### src/rtl/regfile_seq_pkg.sv
// Shared definitions for the register-file operation sequencer:
// default widths and the sequencer state encoding.
`timescale 1ns/1ps
package regfile_seq_pkg;

    localparam int unsigned DefDataW = 8;
    localparam int unsigned DefAddrW = 3;

    typedef enum logic [2:0] {
        StIdle,
        StFetch,
        StLoad,
        StOper,
        StResult,
        StWrite
    } state_e;

endpackage

### src/rtl/regfile_seq_if.sv
// Bundle of the request, register-file, ALU-operand and ALU-result signals of regfile_seq.
// The slave side is the sequencer; the master side is its environment.
`timescale 1ns/1ps
interface regfile_seq_if
    import regfile_seq_pkg::*;
#(
    parameter int unsigned DATA_W = DefDataW,
    parameter int unsigned ADDR_W = DefAddrW
);

    logic              req_valid;
    logic              req_ready;
    logic [ADDR_W-1:0] req_a_add;
    logic [ADDR_W-1:0] req_b_add;
    logic [ADDR_W-1:0] req_d_add;

    logic [ADDR_W-1:0] A_add;
    logic [ADDR_W-1:0] B_add;
    logic [ADDR_W-1:0] D_add;
    logic [DATA_W-1:0] data_in;
    logic              write_enable;
    logic [DATA_W-1:0] data_a;
    logic [DATA_W-1:0] data_b;

    logic              op_valid;
    logic              op_ready;
    logic [DATA_W-1:0] op_a;
    logic [DATA_W-1:0] op_b;

    logic              res_valid;
    logic              res_ready;
    logic [DATA_W-1:0] res_data;

    modport slave (
        input  req_valid, req_a_add, req_b_add, req_d_add,
        output req_ready,
        output A_add, B_add, D_add, data_in, write_enable,
        input  data_a, data_b,
        output op_valid, op_a, op_b,
        input  op_ready,
        input  res_valid, res_data,
        output res_ready
    );

    modport master (
        output req_valid, req_a_add, req_b_add, req_d_add,
        input  req_ready,
        input  A_add, B_add, D_add, data_in, write_enable,
        output data_a, data_b,
        input  op_valid, op_a, op_b,
        output op_ready,
        output res_valid, res_data,
        input  res_ready
    );

endinterface

### src/rtl/regfile_seq.sv
// Sequencer that reads two registers, hands them to an ALU, waits for the result and
// writes it back to the destination register (writes to r0 are suppressed).
`timescale 1ns/1ps
module regfile_seq
    import regfile_seq_pkg::*;
#(
    parameter int unsigned DATA_W = DefDataW,
    parameter int unsigned ADDR_W = DefAddrW
) (
    input  logic          clk,
    input  logic          rst_n,
    regfile_seq_if.slave  bus
);

    state_e              state_q, state_d;
    logic [ADDR_W-1:0]   a_add_q, a_add_d;
    logic [ADDR_W-1:0]   b_add_q, b_add_d;
    logic [ADDR_W-1:0]   d_add_q, d_add_d;
    logic [ADDR_W-1:0]   dest_q, dest_d;
    logic [DATA_W-1:0]   data_in_q, data_in_d;
    logic                we_q, we_d;
    logic [DATA_W-1:0]   op_a_q, op_a_d;
    logic [DATA_W-1:0]   op_b_q, op_b_d;

    always_ff @(posedge clk or negedge rst_n) begin
        if (!rst_n) begin
            state_q   <= StIdle;
            a_add_q   <= '0;
            b_add_q   <= '0;
            d_add_q   <= '0;
            dest_q    <= '0;
            data_in_q <= '0;
            we_q      <= 1'b0;
            op_a_q    <= '0;
            op_b_q    <= '0;
        end else begin
            state_q   <= state_d;
            a_add_q   <= a_add_d;
            b_add_q   <= b_add_d;
            d_add_q   <= d_add_d;
            dest_q    <= dest_d;
            data_in_q <= data_in_d;
            we_q      <= we_d;
            op_a_q    <= op_a_d;
            op_b_q    <= op_b_d;
        end
    end

    always_comb begin
        state_d   = state_q;
        a_add_d   = a_add_q;
        b_add_d   = b_add_q;
        d_add_d   = d_add_q;
        dest_d    = dest_q;
        data_in_d = data_in_q;
        // Write strobe is a single-cycle pulse that only the RESULT->WRITE edge raises.
        we_d      = 1'b0;
        op_a_d    = op_a_q;
        op_b_d    = op_b_q;

        unique case (state_q)
            StIdle: begin
                if (bus.req_valid) begin
                    a_add_d = bus.req_a_add;
                    b_add_d = bus.req_b_add;
                    dest_d  = bus.req_d_add;
                    state_d = StFetch;
                end
            end
            StFetch: begin
                state_d = StLoad;
            end
            StLoad: begin
                op_a_d  = bus.data_a;
                op_b_d  = bus.data_b;
                state_d = StOper;
            end
            StOper: begin
                if (bus.op_ready) begin
                    state_d = StResult;
                end
            end
            StResult: begin
                if (bus.res_valid) begin
                    d_add_d   = dest_q;
                    data_in_d = bus.res_data;
                    we_d      = (dest_q != '0);
                    state_d   = StWrite;
                end
            end
            StWrite: begin
                state_d = StIdle;
            end
            default: begin
                state_d = StIdle;
            end
        endcase
    end

    assign bus.req_ready    = (state_q == StIdle);
    assign bus.op_valid     = (state_q == StOper);
    assign bus.res_ready    = (state_q == StResult);
    assign bus.A_add        = a_add_q;
    assign bus.B_add        = b_add_q;
    assign bus.D_add        = d_add_q;
    assign bus.data_in      = data_in_q;
    assign bus.write_enable = we_q;
    assign bus.op_a         = op_a_q;
    assign bus.op_b         = op_b_q;

endmodule

### src/flat_wrapper.sv
// flat-port wrapper written by rule: the top's interface ports become plain ports
module regfile_seq_flat import regfile_seq_pkg::*;
#(
    parameter int unsigned DATA_W = DefDataW,
    parameter int unsigned ADDR_W = DefAddrW
)
  (clk, rst_n, bus_req_valid, bus_req_a_add, bus_req_b_add, bus_req_d_add, bus_req_ready, bus_A_add, bus_B_add, bus_D_add, bus_data_in, bus_write_enable, bus_data_a, bus_data_b, bus_op_valid, bus_op_a, bus_op_b, bus_op_ready, bus_res_valid, bus_res_data, bus_res_ready);
  regfile_seq_if #(.DATA_W(DATA_W), .ADDR_W(ADDR_W)) bus_i ();
  input  logic clk;
  input  logic rst_n;
  input wire logic [$bits(bus_i.req_valid)-1:0] bus_req_valid;
  input wire logic [$bits(bus_i.req_a_add)-1:0] bus_req_a_add;
  input wire logic [$bits(bus_i.req_b_add)-1:0] bus_req_b_add;
  input wire logic [$bits(bus_i.req_d_add)-1:0] bus_req_d_add;
  output wire logic [$bits(bus_i.req_ready)-1:0] bus_req_ready;
  output wire logic [$bits(bus_i.A_add)-1:0] bus_A_add;
  output wire logic [$bits(bus_i.B_add)-1:0] bus_B_add;
  output wire logic [$bits(bus_i.D_add)-1:0] bus_D_add;
  output wire logic [$bits(bus_i.data_in)-1:0] bus_data_in;
  output wire logic [$bits(bus_i.write_enable)-1:0] bus_write_enable;
  input wire logic [$bits(bus_i.data_a)-1:0] bus_data_a;
  input wire logic [$bits(bus_i.data_b)-1:0] bus_data_b;
  output wire logic [$bits(bus_i.op_valid)-1:0] bus_op_valid;
  output wire logic [$bits(bus_i.op_a)-1:0] bus_op_a;
  output wire logic [$bits(bus_i.op_b)-1:0] bus_op_b;
  input wire logic [$bits(bus_i.op_ready)-1:0] bus_op_ready;
  input wire logic [$bits(bus_i.res_valid)-1:0] bus_res_valid;
  input wire logic [$bits(bus_i.res_data)-1:0] bus_res_data;
  output wire logic [$bits(bus_i.res_ready)-1:0] bus_res_ready;
  assign bus_i.req_valid = bus_req_valid;
  assign bus_i.req_a_add = bus_req_a_add;
  assign bus_i.req_b_add = bus_req_b_add;
  assign bus_i.req_d_add = bus_req_d_add;
  assign bus_req_ready = bus_i.req_ready;
  assign bus_A_add = bus_i.A_add;
  assign bus_B_add = bus_i.B_add;
  assign bus_D_add = bus_i.D_add;
  assign bus_data_in = bus_i.data_in;
  assign bus_write_enable = bus_i.write_enable;
  assign bus_i.data_a = bus_data_a;
  assign bus_i.data_b = bus_data_b;
  assign bus_op_valid = bus_i.op_valid;
  assign bus_op_a = bus_i.op_a;
  assign bus_op_b = bus_i.op_b;
  assign bus_i.op_ready = bus_op_ready;
  assign bus_i.res_valid = bus_res_valid;
  assign bus_i.res_data = bus_res_data;
  assign bus_res_ready = bus_i.res_ready;
  regfile_seq #(.DATA_W(DATA_W), .ADDR_W(ADDR_W)) u_core (.clk(clk), .rst_n(rst_n), .bus(bus_i));
endmodule
### config.mk
export PLATFORM = sky130hd
export DESIGN_NAME = regfile_seq_flat
export DESIGN_NICKNAME = d
export VERILOG_FILES = /design/src/rtl/regfile_seq_pkg.sv /design/src/rtl/regfile_seq_if.sv /design/src/rtl/regfile_seq.sv /design/src/flat_wrapper.sv
export SDC_FILE = /design/constraint.sdc
export NUM_CORES = 1
export LEC_CHECK = 0
export ABC_AREA = 1
export BUFFER_PORTS_ARGS = -buffer_cell sky130_fd_sc_hd__buf_4
export CORE_UTILIZATION = 40
export CTS_CLUSTER_SIZE = 12
export DETAILED_ROUTE_END_ITERATION = 8
export PLACE_DENSITY = 0.77
export SYNTH_ARGS = -nofsm -noshare
export SYNTH_HDL_FRONTEND = slang
export SYNTH_SLANG_ARGS = --single-unit
### constraint.sdc
create_clock -name clk -period 1.8 [get_ports clk]
set_input_delay 0.18 -clock clk [delete_from_list [all_inputs] [get_ports clk]]
set_output_delay 0.18 -clock clk [all_outputs]
set_load 0.02 [all_outputs]
==> results by group, run 1 <==
Run status
  – Status: complete, no violations

STA
  – Setup TNS: 0 ns
  – Setup violators final: 0
  – Hold Fails Final Rpt: 0
  – Period utilization: 86.8%
  – Max Clock Skew: 0.00571 ns
  – Worst-Margin Slew: 0.509 ns
  – Max Clk Rate: 0.640 GHz
  – RSZ-0062 raised after global routing: no
  – Final WS setup: 0.237 ns
  – Minimum clock period: 1.56 ns
  – Max-slew headroom: 66.0%
  – Slew Limit Fails: 0

Logic synthesis
  – Synth cell types: 20
  – Yosys Warn Count: 0
  – Seq/Total Area, Yosys: 60.1%
  – Post-Syn Nets: 221
  – Syn Area/Cell: 9.11 um2
  – Mapped Cells: 183
  – Post-synthesis register bit count: 40
  – Synthesized area: 1670 um2

Place
  – Placed cell areas: 2250 um2
  – Hpwl dp: 2.62 mm
  – PortBufs: 74
  – Gpl congestion: 0.878
  – Place WS: 0.347 ns

Floorplan
  – Die Span X: 66.6 um
  – Starting Density: 41.7%
  – # IOs: 75
  – Die H: 66.6 um
  – FP Rows: 23
  – Core Area: 4000 um2
  – Die area: 4430 um2

Worst setup path
  – Worst Setup Path Type: register to output pin
  – Worst path slowest cell: dfrtp_1
  – Max stage delay on crit path: 0.44 ns
  – CP dominant cell by count: buf_4
  – Worst EP required: 1.62 ns
  – Critical Path Source Type: register
  – CP top delay family: buffers and inverters
  – Buf+Inv Stages, Crit Path: 3
  – Worst Path Arrival: 1.38 ns
  – Crit. End Element: output pin
  – Worst path cell trace: inv_1 > nand2_1 > nor2_1 > buf_4 > buf_4
  – Max FO, Critical Path: 10

Global routing
  – Vias in the first global route: 1303
  – GRT Overall Usage: 17.2%
  – Initial antenna violation count: 0
  – Global route overflow: 0
  – First-pass GRT wire length: 5.57 mm
  – Largest net degree at the start of global routing: 41

Power
  – Clock group share of total power: 15.0%
  – Power Density: 1740 nW/um2
  – Maximum vdd drop: 0.784 mV
  – Int Power: 2.40 mW
  – Static Leak: 1.34 nW
  – Sequential power share: 38.3%
  – Psw: 1.70 mW
  – Sw Share: 41.5%
  – Logic pwr share: 46.8%

Clock tree
  – Clk pin slew, worst setup/hold paths: 0.07 ns
  – Post-CTS sizing: 0
  – CTS tree: built
  – CTS buffer count: 5
  – Clock tree buffer depth: 2
  – Clock Sinks: 40
  – H-tree depth: 2
  – CTS root buf: clkbuf_8
  – Skew-Pair Late Insertion Delay: 0.29 ns

Detailed routing
  – Final wirelength: 3.51 mm
  – First-pass detailed-route iteration total: 4
  – Post-route DRC: 0
  – Vias per cell: 4.63
  – Final ANT Viol Nets: 0
  – 1st-iter DRT viols: 91
  – Routed via count: 1434
  – Drt wl/cell: 11.3 um

Layout
  – Post-route cell area: 2360 um2
  – Filler cells: 380
  – Layout cells sized above 1: 35.0%
  – Nets: 297
  – Area growth syn-to-layout: 41.4%
  – Util after Layout: 58.9%
  – Diode count: 0

Hold path
  – Hold WC Path Type: primary input to register

Flow run
  – Max-Cap Viols: 0
-- cell usage in the layout (no fill, tap or decap) --
cell,Yosys,layout
inv_8,1,1
o21ai_1,4,4
nand2_1,59,59
dlygate4sd3_1,0,1
o21ai_0,15,15
dfrtp_1,40,40
inv_1,25,25
a21oi_1,1,1
nand3_1,21,21
clkbuf_8,0,6
buf_4,1,75
inv_2,1,1
nand3_2,1,1
nand2_4,2,2
nand4_1,1,1
nor2_1,2,2
o21ai_2,1,1
nor2_4,1,1
a31oi_4,1,1
clkinvlp_4,0,2
-- cell usage after synthesis, drive strengths merged --
library cell / count / share of area, %
a21oi: 1 / 0.30
nand3: 22 / 6.9
buf: 6 / 2.3
nand2: 61 / 15
clkbuf: 1 / 0.23
nand4: 1 / 0.38
a31oi: 1 / 1.3
inv: 27 / 6.5
o21ai: 20 / 6.2
nor2: 3 / 1.1
dfrtp: 40 / 60
-- final cells by class --
type                            instances  area, um2  area share (%)
Multi-Input combinational cell        109        514            21.8
Clock inverter                          2       15.0           0.637
Clock buffer                            6       82.6            3.50
Sequential cell                        40       1000            42.5
Inverter                               27        109            4.62
Timing Repair Buffer                   76        573            24.3
Tap cell                               50       62.6            2.65
-- routing by layer --
layer  global-route usage, %  routed length, um
met5                       0                  0
met4                    10.4                105
met3                    3.60                179
met2                    28.8               1790
met1                    20.0               1430
-- flip-flops by register name, summed over array words and instances (netlist names) --
register / count
u_core.bus.op_a: 8
u_core.state_q: 3
u_core.bus.data_in: 8
u_core.bus.write_enable: 1
u_core.bus.B_add: 3
u_core.bus.D_add: 3
u_core.dest_q: 3
u_core.bus.A_add: 3
u_core.bus.op_b: 8
-- power groups by stage --
stage | registers, mW | logic [mW] | clock network (mW)
detailed placement | 1.58 | 1.95 | 0
finish | 1.57 | 1.92 | 0.615
global placement | 1.58 | 1.89 | 0
global route | 1.62 | 2.12 | 0.680
floorplan | 1.99 | 0.722 | 0
CTS | 1.57 | 1.95 | 0.640
-- cell families (layout without fill, tap and decap cells) --
logic type / Yosys count / in the layout / share of synthesized area [%]
AOI/OAI and AO/OA: 22 / 22 / 7.81
DFF: 40 / 40 / 60.1
and+or+nand+nor: 87 / 87 / 23.0
buffers and inverters: 34 / 111 / 9.08
-- timing repair --
item	CTS	global route
setup endpoints to repair	0	0
hold buffers	1	0
endpoints found under the hold margin	40	0
setup buffers	0	0
-- worst min-delay path: cells and delay by family --
kind / cells / cell delay, ns
AND/OR/NAND/NOR: 2 / 0.12
buffers and inverters: 1 / 0.07
-- worst paths after layout --
kind                                        from               endpoint  slack (ns)  cells after the start
setup / recovery               u_core.state_q[0]          bus_req_ready        0.24                      5
hold / removal                  bus_req_a_add[2]    u_core.bus.A_add[2]        0.12                      3
setup reg to reg               u_core.state_q[2]     u_core.bus.op_b[6]        0.37                      3
hold reg to reg            u_core.bus.data_in[5]  u_core.bus.data_in[5]        0.48                      2
max in group asynchronous                  rst_n       u_core.dest_q[0]        1.06                      2
min in group asynchronous                  rst_n     u_core.bus.op_b[1]        0.39                      2
-- metrics by stage --
step                      power [mW]  std cells  hold WS [ns]
after floorplan                 2.71        183        -0.116
after global placement          3.47        301         0.180
after detailed placement        3.54        301         0.180
after CTS                       4.17        310         0.107
after global routing            4.42        310         0.121
final                           4.11        310         0.117
Note: power is estimated with default switching activity, not from simulation.
==> run 2, diff against run 1 <==
BUFFER_PORTS_ARGS = not set   (was -buffer_cell sky130_fd_sc_hd__buf_4)
DONT_BUFFER_PORTS = 1   (was not set)
PLACE_DENSITY = 0.61   (was 0.77)
==> results by group, run 2 (synthesis gave the netlist of run 1 again) <==
Worst setup path
  – Reg2Reg Setup Slack: 0.38 ns (about the same)
  – Worst EP required: 1.62 ns (about the same)
  – CP top delay family: flip-flops
  – Worst path slowest cell: dfrtp_1
  – Crit. End Element: output pin
  – Worst path cell trace: inv_1 > nand2_1 > nor2_1 > buf_4
  – Max stage delay on crit path: 0.44 ns (about the same)
  – Buf+Inv Stages, Crit Path: 2 (-1)
  – Max FO, Critical Path: 10 (unchanged)
  – Reg-to-Reg End: u_core.bus.op_b[5]
  – Critical Path Source Type: register
  – Worst Path Arrival: 1.27 ns (-0.11 ns)
  – Worst r2r path cells: 3 (unchanged)
  – Worst Setup Path Type: register to output pin
  – FF-to-FF Start: u_core.state_q[2]

STA
  – Minimum clock period: 1.45 ns (-0.118 ns)
  – Hold Fails Final Rpt: 0 (unchanged)
  – Max Clock Skew: 0.00558 ns (-0.000125 ns)
  – Setup TNS: 0 ns (unchanged)
  – Max-slew headroom: 66.5% (+0.50 points)
  – Period utilization: 80.3% (-6.5 points)
  – Max Clk Rate: 0.692 GHz (+8.1%)
  – Slew Limit Fails: 0 (unchanged)
  – Worst-Margin Slew: 0.501 ns (-0.00755 ns)
  – RSZ-0062 raised after global routing: no
  – Setup violators final: 0 (unchanged)

Layout
  – Layout cells sized above 1: 10.1% (-25 points)
  – Multi-input gate area: 514 um2 (unchanged)
  – Diode count: 0 (unchanged)
  – Flip-flop and latch area: 1000 um2 (unchanged)
  – Most frequent cells in the layout: nand2_1, dfrtp_1, inv_1
  – Util after Layout: 45.6% (-13 points)
  – Area growth syn-to-layout: 9.46%
  – Filler cells: 392 (+3.2%)
  – Commonest non-fill, non-tap cell in the layout: nand2_1
  – Nets: 225 (-24%)

Detailed routing
  – Vias per cell: 4.85 (+4.8%)
  – Final wirelength: 3.27 mm (-6.9%)
  – First-pass detailed-route iteration total: 4 (unchanged)
  – Drt wl/cell: 13.7 um (+21%)
  – Final ANT Viol Nets: 0 (unchanged)
  – Post-route DRC: 0 (unchanged)
  – 1st-iter DRT viols: 105 (+15%)
  – Routed via count: 1154 (-20%)

Flow run
  – Max-Cap Viols: 0 (unchanged)

Clock tree
  – Clk pin slew, worst setup/hold paths: 0.07 ns (about the same)
  – Skew-Pair Late Insertion Delay: 0.28 ns (about the same)
  – H-tree depth: 2 (unchanged)
  – CTS root buf: clkbuf_8
  – CTS buffer count: 5 (unchanged)
  – Clock Sinks: 40 (unchanged)
  – Post-CTS sizing: 0 (unchanged)
  – Clock tree buffer depth: 2 (unchanged)
  – CTS tree: built

Floorplan
  – # IOs: 75 (unchanged)
  – Die Span X: 66.6 um (unchanged)
  – Die H: 66.6 um (unchanged)
  – Die area: 4430 um2 (unchanged)
  – FP Rows: 23 (unchanged)
  – Core Area: 4000 um2 (unchanged)
  – Starting Density: 41.7% (unchanged)

Power
  – Logic pwr share: 24.6% (-22 points)
  – Static Leak: 0.994 nW (-26%)
  – Maximum vdd drop: 0.857 mV (+9.3%)
  – Sequential power share: 58.4% (+20 points)
  – Clock group share of total power: 17.1% (+2.1 points)
  – Power Density: 1930 nW/um2 (+11%)
  – Sw Share: 45.5% (+4.0 points)
  – Int Power: 1.92 mW (-20%)
  – Psw: 1.60 mW (-6.1%)

Global routing
  – GRT Overall Usage: 15.5% (-1.7 points)
  – First-pass GRT wire length: 5.12 mm (-8.1%)
  – Initial antenna violation count: 0 (unchanged)
  – Global route overflow: 0 (unchanged)
  – Largest net degree at the start of global routing: 41 (unchanged)
  – Vias in the first global route: 1170 (-10%)

Hold path
  – Hold worst-path end: u_core.bus.op_a[4]
  – Min-Delay Path Depth: 2 (-1)
  – Hold WC Path Type: primary input to register
  – Critical hold path startpoint: bus_data_a[4]

Run status
  – Status: complete, no violations

Place
  – PortBufs: 0 (-100%)
  – Hpwl dp: 2.47 mm (-5.6%)
  – Gpl congestion: 0.675 (-23%)
-- run 2: layout make-up --
cell class | instances | share of cell area (%)
Tap cell | 50 | 3.43
Inverter | 27 | 5.97
Clock buffer | 6 | 4.53
Multi-Input combinational cell | 109 | 28.2
Timing Repair Buffer | 4 | 2.47
Clock inverter | 2 | 0.549
Sequential cell | 40 | 54.9
-- run 2: worst max-delay path by stage --
stage	start	endpoint	slack, ns	depth (start not counted)
detailed placement	u_core.state_q[2]	u_core.bus.op_b[5]	0.41	3
finish	u_core.state_q[0]	bus_req_ready	0.35	4
global placement	u_core.state_q[2]	u_core.bus.op_b[0]	0.50	3
floorplan	u_core.state_q[1]	u_core.state_q[0]	0.53	5
global route	u_core.state_q[2]	u_core.bus.op_a[5]	0.20	3
CTS	u_core.state_q[0]	bus_req_ready	0.33	4
-- run 2: what timing repair did --
item / 4_1_cts / 5_1_grt
hold endpoints to repair: 40 / 0
setup buffers: 0 / 0
endpoints found under the setup margin: 0 / 0
hold buffers: 2 / 0
-- run 2: through the flow --
stage / power (mW) / instances / instance area (um2) / hold WS, ns / worst slack (ns)
after floorplan: 2.71 / 183 / 1670 / -0.116 / 0.527
after global placement: 2.85 / 228 / 1700 / -0.115 / 0.500
after detailed placement: 2.94 / 228 / 1700 / -0.115 / 0.409
after CTS: 3.56 / 238 / 1820 / 0.0244 / 0.327
after global routing: 3.79 / 238 / 1820 / 0.0266 / 0.203
final: 3.52 / 238 / 1820 / 0.0317 / 0.355
-- run 2: power groups by stage --
stage                     registers, mW  clock network (mW)  logic (mW)
final                              2.05               0.600       0.864
after global routing               2.12               0.654        1.02
after CTS                          2.07               0.613       0.884
after detailed placement           2.08                   0       0.858
after global placement             2.06                   0       0.789
after floorplan                    1.99                   0       0.722
-- run 2: metal layers --
metal  track usage, %  wire (um)  vias up
met4             6.38         47        0
met1             17.6       1310      531
met5                0          0        -
met2             26.4       1670       41
met3             5.14        247        8
li1                 -          -      574
==> run 3, diff against run 2 <==
clock period = 1.5 ns   (was 1.8 ns; I/O delays follow)
==> results by group, run 3 (synthesis gave the netlist of run 1 again) <==
Run status
  – Status: complete, no violations

STA
  – Setup violators final: 0 (unchanged)
  – Max Clock Skew: 0.00581 ns (+0.000225 ns)
  – Max Clk Rate: 0.709 GHz
  – Worst-Margin Slew: 0.288 ns (-0.213 ns)
  – Max-slew headroom: 80.7% (+14 points)
  – Hold Fails Final Rpt: 0 (unchanged)
  – Slew Limit Fails: 0 (unchanged)
  – Period utilization: 94.0%
  – Minimum clock period: 1.41 ns
  – Hold Slack: 0.00316 ns (-0.0286 ns)

Floorplan
  – Die Span X: 66.6 um (unchanged)
  – Die area: 4430 um2 (unchanged)
  – Core Area: 4000 um2 (unchanged)
  – # IOs: 75 (unchanged)
  – Die H: 66.6 um (unchanged)
  – FP Rows: 23 (unchanged)
  – Starting Density: 41.7% (unchanged)

Hold path
  – Min-Delay Path Depth: 2 (unchanged)
  – Hold WC Path Type: primary input to register
  – Critical hold path startpoint: bus_req_valid
  – Hold worst-path end: u_core.dest_q[2]

Clock tree
  – Post-CTS Repair Setup Buffers: 0 (unchanged)
  – CTS tree: built
  – Clk pin slew, worst setup/hold paths: 0.07 ns (about the same)
  – CTS buffer count: 5 (unchanged)
  – Clock Sinks: 40 (unchanged)
  – Skew-Pair Late Insertion Delay: 0.29 ns (about the same)
  – CTS root buf: clkbuf_8
  – H-tree depth: 2 (unchanged)
  – Clock tree buffer depth: 2 (unchanged)

Detailed routing
  – Vias per cell: 4.76 (-1.7%)
  – Final wirelength: 3.57 mm (+9.2%)
  – 1st-iter DRT viols: 62 (-41%)
  – Routed via count: 1277 (+11%)
  – Drt wl/cell: 13.3 um (-3.1%)
  – Final ANT Viol Nets: 0 (unchanged)
  – Post-route DRC: 0 (unchanged)
  – First-pass detailed-route iteration total: 4 (unchanged)

Worst setup path
  – FF-to-FF Start: u_core.state_q[0]
  – Worst Path Arrival: 1.26 ns (about the same)
  – Reg-to-Reg End: u_core.dest_q[1]
  – Crit. End Element: output pin
  – Reg2Reg Setup Slack: 0.25 ns (-0.13 ns)
  – Critical Path Source Type: register
  – Worst EP required: 1.35 ns (-0.27 ns)
  – Worst r2r path cells: 6 (+3)
  – Worst Setup Path Type: register to output pin
  – Max FO, Critical Path: 10 (unchanged)

Global routing
  – GRT Overall Usage: 17.6% (+2.1 points)
  – First-pass GRT wire length: 5.69 mm (+11%)
  – Vias in the first global route: 1309 (+12%)
  – Largest net degree at the start of global routing: 41 (unchanged)
  – Global route overflow: 0 (unchanged)
  – Initial antenna violation count: 0 (unchanged)

Layout
  – Nets: 255 (+13%)
  – Filler cells: 378 (-3.6%)
  – Layout cells sized above 1: 9.63% (-0.47 points)
  – Area growth syn-to-layout: 27.3%
  – Most frequent cells in the layout: nand2_1, dfrtp_1, dlygate4sd3_1
  – Diode count: 0 (unchanged)
  – Commonest non-fill, non-tap cell in the layout: nand2_1
  – Util after Layout: 53.0% (+7.4 points)

Place
  – Hpwl dp: 2.36 mm (-4.5%)
  – PortBufs: 0 (unchanged)
  – Gpl congestion: 0.685 (+1.5%)

Power
  – Static Leak: 1.12 nW (+12%)
  – Power Density: 2030 nW/um2 (+5.1%)
  – Maximum vdd drop: 1.10 mV (+28%)
  – Pwr Total: 4.30 mW (+22%)

Flow run
  – Max-Cap Viols: 0 (unchanged)
run 3: cell types whose count changed in the layout (fill, tap and decap cells not counted), sizes merged:
cell / before / now
clkbuf: 6 / 5
clkinv: 2 / 3
dlygate4sd3: 1 / 30
buf: 3 / 4
run 3: power by group:
group	switching (mW)	leakage [nW]	internal, mW	total, mW
Sequential	0.896	0.501	1.58	2.47
Clock	0.376	0.0479	0.324	0.700
Combinational	0.695	0.567	0.436	1.13
Total	1.97	1.12	2.33	4.30
run 3: worst max-delay path by stage:
stage	start	to	slack [ns]	cells after the start
detailed placement	u_core.state_q[1]	u_core.bus.D_add[2]	0.27	6
finish	u_core.state_q[0]	bus_req_ready	0.09	4
CTS	u_core.state_q[0]	bus_req_ready	0.09	4
global placement	u_core.state_q[1]	u_core.bus.D_add[2]	0.32	6
floorplan	u_core.state_q[1]	u_core.state_q[0]	0.23	5
global route	u_core.state_q[0]	bus_req_ready	-0.01	4
run 3: layout make-up:
type / count / area, um2 / share of cell area, %
clock buffer: 5 / 68.8 / 3.24
clock inverter: 3 / 18.8 / 0.884
inverter: 27 / 109 / 5.13
multi-input combinational: 109 / 514 / 24.2
sequential: 40 / 1000 / 47.2
tap: 50 / 62.6 / 2.95
timing repair buffer: 34 / 347 / 16.3
run 3: what timing repair did:
item                       4_1_cts  5_1_grt
setup endpoints to repair        0        1
hold endpoints to repair        66        1
resized for setup                0        2
hold buffers                    30        1
run 3: layer usage:
| metal | track usage [%] | up-vias | wire, um | part of all wire, % |
|---|---|---|---|---|
| met2 | 32.2 | 40 | 1890 | 53 |
| met5 | 0 | - | 0 | 0 |
| li1 | - | 634 | - | - |
| met4 | 6.38 | 0 | 28 | 0.79 |
| met3 | 6.85 | 4 | 227 | 6.4 |
| met1 | 17.8 | 599 | 1420 | 40 |
run 3: stage by stage:
stage	setup slack, ns	cells	cell area [um2]	setup TNS, ns
6_report	0.0900	268	2120	0
5_1_grt	-0.0100	268	2120	-0.0100
4_1_cts	0.0909	267	2110	0
3_5_place_dp	0.267	229	1710	0
3_3_place_gp	0.316	229	1710	0
2_1_floorplan	0.227	183	1670	0
run 3: critical path, stage by stage (launching register included):
cell     delay, ns
dfrtp_1       0.43
inv_1         0.11
nand2_1       0.07
nor2_1        0.17
buf_6         0.19
